File: config.mk
export PLATFORM = sky130hd
export DESIGN_NAME = allocator_rr
export DESIGN_NICKNAME = d
export VERILOG_FILES = /design/src/rtl/allocator_rr.sv
export SDC_FILE = /design/constraint.sdc
export NUM_CORES = 1
export LEC_CHECK = 0
export ABC_AREA = 1
export CAP_MARGIN = 20
export CORE_MARGIN = 10
export CORE_UTILIZATION = 34
export CTS_CLUSTER_SIZE = 28
export DETAILED_ROUTE_END_ITERATION = 16
export GPL_TIMING_DRIVEN = 0
export HOLD_SLACK_MARGIN = 0.02
export PLACE_DENSITY_LB_ADDON = 0.12
export SYNTH_ARGS = -nofsm -noshare
export SYNTH_HDL_FRONTEND = slang
export SYNTH_SLANG_ARGS = --single-unit
File: constraint.sdc
create_clock -name i_clk -period 2 [get_ports i_clk]
set_clock_uncertainty 0.1 [all_clocks]
set_input_delay 0.2 -clock i_clk [delete_from_list [all_inputs] [get_ports i_clk]]
set_output_delay 0.2 -clock i_clk [all_outputs]
set_load 0.05 [all_outputs]
File: src/rtl/allocator_rr.sv
// Round-robin output-port allocator for the butterfly switch, one instance per output port.
// Define ALLOC_MAXLEN_EN to force release of packets longer than MAX_PKT_LEN payload phits.
module allocator_rr #(
   parameter int unsigned N_IN        = 4,
   parameter int unsigned PORT_W      = 2,
   parameter int unsigned TYPE_W      = 2,
   parameter int unsigned HEAD_T      = 3,
   parameter int unsigned PAYLOAD_T   = 2,
   parameter int unsigned MAX_PKT_LEN = 64
) (
   input  logic                            i_clk,
   input  logic                            i_rst_n,
   input  logic [PORT_W-1:0]               i_this_port,
   input  logic [N_IN*(TYPE_W+PORT_W)-1:0] i_hdr,
   output logic [N_IN-1:0]                 o_select,
   output logic                            o_shift,
   output logic                            o_busy,
   output logic [$clog2(N_IN)-1:0]         o_owner,
   output logic                            o_err
);

   localparam int unsigned PH_W  = TYPE_W + PORT_W;
   localparam int unsigned IDX_W = $clog2(N_IN);

   typedef enum logic {IDLE = 1'b0, HOLD = 1'b1} state_t;

   state_t           state_q, state_d;
   logic [IDX_W-1:0] owner_q, owner_d;
   logic [IDX_W-1:0] ptr_q, ptr_d;
   logic [IDX_W-1:0] grant_idx;
   logic [N_IN-1:0]  head, payload, req, grant, own_oh;
   logic             found, own_pay, forced, hold;
   int unsigned      cand;

   // Per-input phit decode: {type, dest}
   for (genvar k = 0; k < N_IN; k++) begin : g_dec
      logic [PH_W-1:0] phit;
      assign phit       = i_hdr[k*PH_W +: PH_W];
      assign head[k]    = (phit[PH_W-1 -: TYPE_W] == TYPE_W'(HEAD_T));
      assign payload[k] = (phit[PH_W-1 -: TYPE_W] == TYPE_W'(PAYLOAD_T));
      assign req[k]     = head[k] & (phit[PORT_W-1:0] == i_this_port);
   end

   always_comb begin
      own_oh          = '0;
      own_oh[owner_q] = 1'b1;
   end

   assign own_pay = payload[owner_q];
   assign hold    = (state_q == HOLD) & own_pay & ~forced;

`ifdef ALLOC_MAXLEN_EN
   localparam int unsigned CNT_W = $clog2(MAX_PKT_LEN + 1);

   logic [CNT_W-1:0] cnt_q, cnt_d;

   // Packet has used its payload budget but the owner still sends payload
   assign forced = (state_q == HOLD) & own_pay & (cnt_q == CNT_W'(MAX_PKT_LEN));

   always_comb begin
      cnt_d = cnt_q;
      if (found)
         cnt_d = '0;
      else if (hold)
         cnt_d = cnt_q + CNT_W'(1);
   end

   always_ff @(posedge i_clk or negedge i_rst_n) begin
      if (!i_rst_n)
         cnt_q <= '0;
      else
         cnt_q <= cnt_d;
   end
`else
   logic unused_maxlen;
   assign unused_maxlen = (MAX_PKT_LEN == 0);
   assign forced        = 1'b0;
`endif

   // Rotating scan starting at ptr_q; disabled while the owner keeps the port
   always_comb begin
      grant     = '0;
      grant_idx = '0;
      found     = 1'b0;
      cand      = 0;
      for (int unsigned i = 0; i < N_IN; i++) begin
         cand = 32'(ptr_q) + i;
         if (cand >= N_IN)
            cand = cand - N_IN;
         if (!hold && !found && req[IDX_W'(cand)]) begin
            found                 = 1'b1;
            grant_idx             = IDX_W'(cand);
            grant[IDX_W'(cand)]   = 1'b1;
         end
      end
   end

   // Next state and combinational outputs; release and re-grant share one cycle
   always_comb begin
      state_d  = state_q;
      owner_d  = owner_q;
      ptr_d    = ptr_q;
      o_select = '0;
      o_shift  = 1'b0;
      o_err    = 1'b0;
      if (found) begin
         state_d = HOLD;
         owner_d = grant_idx;
         ptr_d   = (grant_idx == IDX_W'(N_IN - 1)) ? '0 : grant_idx + IDX_W'(1);
      end else if (!hold) begin
         state_d = IDLE;
      end
      if (i_rst_n) begin
         o_select = hold ? own_oh : grant;
         o_shift  = found;
         o_err    = forced;
      end
   end

   always_ff @(posedge i_clk or negedge i_rst_n) begin
      if (!i_rst_n) begin
         state_q <= IDLE;
         owner_q <= '0;
         ptr_q   <= '0;
      end else begin
         state_q <= state_d;
         owner_q <= owner_d;
         ptr_q   <= ptr_d;
      end
   end

   assign o_busy  = (state_q == HOLD);
   assign o_owner = owner_q;

endmodule
* Word level (Yosys, flattened, before mapping) *
Index checks and enable logic that the tools add are counted.

word-level totals
  word-level logic and storage cells = 105
  register bits = 5
  output and inout port bits = 9

cells by class
  equal/unequal tests = 14
  add/subtract/negate cells = 8
  bitwise gates (word level) = 8
  $lt $le $gt $ge = 14
  reductions and logical operators = 16
  mux-type cells = 42

operators with widths
  kind                                                  number
  2-to-1 mux 4 bit                                      6
  equality test 2 bit (second input constant)           9
  2-to-1 mux 2 bit                                      9
  2-to-1 mux 1 bit                                      17
  < comparator 2 x 3 -> 1 bit (second input constant)   5
  logical AND 1 bit                                     12
  bitwise OR 4 bit                                      3
  binary-select mux 1 bit (select 2 bit)                5
  demux 1 bit (select 2 bit)                            5
  >= comparator 2 x 1 -> 1 bit (second input constant)  5
  >= comparator 3 bit (second input constant)           3
  equality test 2 bit                                   4
  subtractor 2 x 1 -> 2 bit (second input constant)     4
  adder 2 x 2 -> 3 bit (second input constant)          2
  AND 1 bit                                             5
  zero test 1 bit                                       4
  adder 2 x 1 -> 3 bit (second input constant)          1
  >= comparator 2 x 3 -> 1 bit (second input constant)  1
  adder 2 x 1 -> 2 bit (second input constant)          1
  != test 2 bit (second input constant)                 1

* Longest topological paths before layout *
  depth in word-level cells = 21
  depth in mapped cells = 15
  mapped depth without buffers = 15

* Worst setup path before layout *
No wires, ideal clock.

  path type = flip-flop to output port
  start = register owner_q[0], in the netlist o_owner[0]
  end = output port o_select[0]
  data arrival time = 2.482 ns
  setup slack = -0.782 ns
  data required time = 1.700 ns
  cell stages (with the launch flop) = 12
  cell sequence = dfrtp_1 inv_1 nor2_1 o21ai_0 nand2_1 inv_2 nand3b_4 buf_4 nand4_4 nor2_8 nand2_1 a31oi_1

on the way
  word-level cells in the longest chain between the ends = 20

ends and longest elaborated chain
  element                                 RTL line  source
  start, declared                         28        logic [IDX_W-1:0] owner_q, owner_d;
  start signal, assigned                  127       owner_q <= owner_d;
  binary-select mux 1 bit (select 2 bit)  49        assign own_pay = payload[owner_q];
  2-to-1 mux 1 bit (implied by the code)  49
  AND 1 bit                               50        assign hold = (state_q == HOLD) & own_pay & ~forced;
  zero test 1 bit                         -
  logical AND 1 bit                       90        if (!hold && !found && req[IDX_W'(cand)]) begin
  2-to-1 mux 1 bit                        90
  zero test 1 bit                         90
  logical AND 1 bit (2 in a row)          90
  2-to-1 mux 1 bit                        90
  zero test 1 bit                         90
  logical AND 1 bit (2 in a row)          90
  2-to-1 mux 1 bit                        90
  zero test 1 bit                         90
  logical AND 1 bit (2 in a row)          90
  2-to-1 mux 4 bit                        90
  2-to-1 mux 4 bit (*)                    114       o_select = hold ? own_oh : grant;
  2-to-1 mux 4 bit (*)                    113       if (i_rst_n) begin
  end, declared                           15        output logic [N_IN-1:0] o_select,

Mark *: on every way between the ends. The rest lies on a longest branch, timed or not. The select of a mux whose other input is x is not followed.

* Final worst setup path *
  start = register owner_q[1], in the netlist o_owner[1]
  end = output port o_select[3]

The elaborated chain is that of the path after synthesis.

==> impl_metrics.py <==
metrics = {
    "status": {
        "status": "finished with violations",
        "violations": "negative setup slack",
    },
    "drt": {
        "detail_route.iter0.violations": 27,
        "ant_nets": 0,
        "wl_mm": 3.34,
        "post_drt_via_cell_ratio": 4.76,
        "via_count": 1281,
        "drt-wirelength-per-cell_um": 12.4,
        "first_pass_iters": 4,
        "post-route-drc-count": 0,
    },
    "finish": {
        "synthToLayoutAreaGrowth_pct": 72.5,
        "fin_nets": 254,
        "nFillCells": 290,
        "layout_common_cells": "47 x nand2_1, 19 x nand2_2, 18 x clkdlybuf4s50_1",
        "layout-drive-gt1-share": 0.489,
        "layout_commonest_cell": "nand2_1",
        "fin_area_um2": 1840,
        "num_antenna_cells": 0,
        "fin_util": 0.609,
    },
    "sta": {
        "tightest_slew_ps": 518,
        "rsz0062_at_grt": "true",
        "min_period_ps": 2320,
        "finalSetupViolations": 6,
        "fin_crit_sh": 1.16,
        "setup_ws_ps": -317,
        "hold_violations": 0,
        "clock.fmax_ghz": 0.432,
        "maxSlewHeadroom": 0.654,
        "final_max_slew_viol_count": 0,
    },
    "setup_path": {
        "path_buf_inv": 3,
        "end_kind": "output port",
        "critical_path_class": "reg -> out",
        "worstPathCellList": "nand2_2 -> o21bai_1 -> nand2_1 -> inv_2 -> nand3b_4 -> buf_6 -> nand4_4 -> nor2_8 -> nand2_2 -> a31oi_4 -> buf_6",
        "required_ps": 1700,
        "critPathMaxFanout": 6,
        "slowest_stage": "dfrtp_2",
        "slowest_delay_ps": 430,
        "critPathArrivalTime_ps": 2020,
        "critPathLaunchType": "flop",
        "critPathTopFamily": "simple AND/OR/NAND/NOR gates",
    },
    "placement": {
        "place.gp.congestion": 0.810,
        "port_buffers": 27,
        "place_area_um2": 1490,
        "hpwl_mm": 2.55,
    },
    "synthesis": {
        "synthTopCellsByArea": "nand2_1 21%, dfrtp_1 12%, ha_1 9.4%",
        "syn-num-nets": 204,
        "ys_warn_count": 0,
        "synth_area_um2": 1070,
        "postSynthCellCount": 176,
        "synth_top_area_share": 0.207,
        "synth-seq-cells": 5,
        "syn_avg_cell_area_um2": 6.07,
        "netlist.top_cell.by_area": "nand2_1",
        "ys_seq_area_frac": 0.117,
        "ys_types": 24,
    },
    "power": {
        "irDropWorstVdd_v": 0.000865,
        "p_per_area_nw_per_um2": 1930,
        "p_leak_nw": 0.919,
    },
    "global_route": {
        "grt_overflow_total": 0,
        "grt_max_degree": 11,
        "antenna_found_initial": 0,
        "grt_pass1_wl_mm": 5.80,
        "first_global_vias": 1278,
        "grt_use_total": 0.117,
    },
    "floorplan": {
        "die_area_um2": 5790,
        "ios": 29,
        "initial_core_util": 0.353,
        "dieHeight_um": 76.1,
        "fp-row-count": 20,
        "die_w_um": 76.1,
        "core_um2": 3030,
    },
    "clock_network": {
        "numCtsBuffers": 3,
        "cts.path.max_buffers": 2,
        "insertion_delay_ps": 250,
        "clkSlewWorstSetupHoldPaths_ps": 50,
        "cts_tree": "done",
        "cts_sinks": 5,
        "cts_root_buf": "clkbuf_4",
        "holdBufCountCts": 0,
        "htreeDepth": 1,
    },
    "flow_run": {
        "maxCapViolCount": 0,
    },
    "worst_hold_path": {
        "hold_path.class": "in -> async",
    },
}
[Yosys cell counts]
master and n:
nand2_1 59, inv_1 20, nand3_1 17, a21oi_1 10, nand2_2 9, nor2_1 9
ha_1 8, nand3_2 8, inv_2 7, dfrtp_1 5, a31oi_1 4, nor2_2 3
o21ai_0 3, buf_4 2, nand3_4 2, nand4_1 2, clkinv_1 1, conb_1 1
inv_4 1, nand3b_4 1, nand4_4 1, nor2_4 1, nor2_8 1, o21bai_1 1
[cells by family after synthesis]
group / share of synthesized area
compound gates: 0.0913
fa+ha+maj: 0.0937
buf+inv: 0.118
flops: 0.117
other cells: 0.00351
simple gates: 0.576
[final timing paths]
| kind | from | to | slack [ps] | cells after the start |
|---|---|---|---|---|
| worst max-delay path | o_owner[1]$_DFFE_PN0P_ | o_select[3] | -320 | 11 |
| worst min-delay path | i_rst_n | o_owner[0]$_DFFE_PN0P_ | 140 | 1 |
| worst max register to register | o_owner[1]$_DFFE_PN0P_ | ptr_q[1]$_DFFE_PN0P_ | -30 | 13 |
| worst min register to register | o_owner[0]$_DFFE_PN0P_ | o_owner[0]$_DFFE_PN0P_ | 450 | 2 |
| max in group asynchronous | i_rst_n | o_owner[1]$_DFFE_PN0P_ | 1360 | 1 |
| min in group i_clk | o_owner[0]$_DFFE_PN0P_ | o_owner[0]$_DFFE_PN0P_ | 450 | 2 |
[worst register-to-register path, delay by kind of cell (launching register included)]
kind | cells | cell delay [ps]
AO/OA/AOI/OAI | 1 | 160
flip-flops | 1 | 430
AND/OR/NAND/NOR | 8 | 800
buffers and inverters | 4 | 410
[layer usage]
metal / wire length (µm) / GRT usage / up-vias
li1: - / - / 658
met1: 1420 / 0.135 / 591
met2: 1770 / 0.213 / 24
met3: 109 / 0.0200 / 8
met4: 46 / 0.0335 / 0
met5: 0 / 0 / -
[area by class of cell]
| cell class | instances | area (µm²) | share of cell area |
|---|---|---|---|
| repair buffers | 45 | 434 | 0.236 |
| plain buffers | 2 | 18.8 | 0.0102 |
| inverters | 29 | 126 | 0.0686 |
| well taps | 44 | 55.1 | 0.0299 |
| multi-input cells | 140 | 1050 | 0.571 |
| clock buffers | 4 | 26.3 | 0.0143 |
| flip-flops and latches | 5 | 130 | 0.0706 |
[stage by stage]
step / instances / TNS, ps / setup slack, ps / power, W / hold WS [ps]
5_1_grt: 269 / -2440 / -454 / 0.00385 / 161
6_report: 269 / -1520 / -317 / 0.00355 / 140
3_3_place_gp: 247 / -6580 / -1180 / 0.00267 / 397
2_1_floorplan: 176 / -725 / -175 / 0.00218 / -196
3_5_place_dp: 247 / -6990 / -1200 / 0.00273 / 400
4_1_cts: 266 / -1550 / -316 / 0.00339 / 133
[power breakdown]
| part | switching, W | leakage [nW] | internal (W) | total, W |
|---|---|---|---|---|
| logic | 0.00189 | 0.852 | 0.00129 | 0.00317 |
| clock network | 0.0000442 | 0.0150 | 0.0000756 | 0.000120 |
| registers | 0.0000873 | 0.0522 | 0.000171 | 0.000258 |
| total | 0.00202 | 0.919 | 0.00153 | 0.00355 |
[what timing repair did]
action,4_1_cts,5_1_grt
setup endpoints to repair,8,8
setup buffers,15,3
resized for setup,70,20
pin swaps,10,11
endpoints found under the hold margin,0,0
Note: power is estimated with default switching activity, not from simulation.
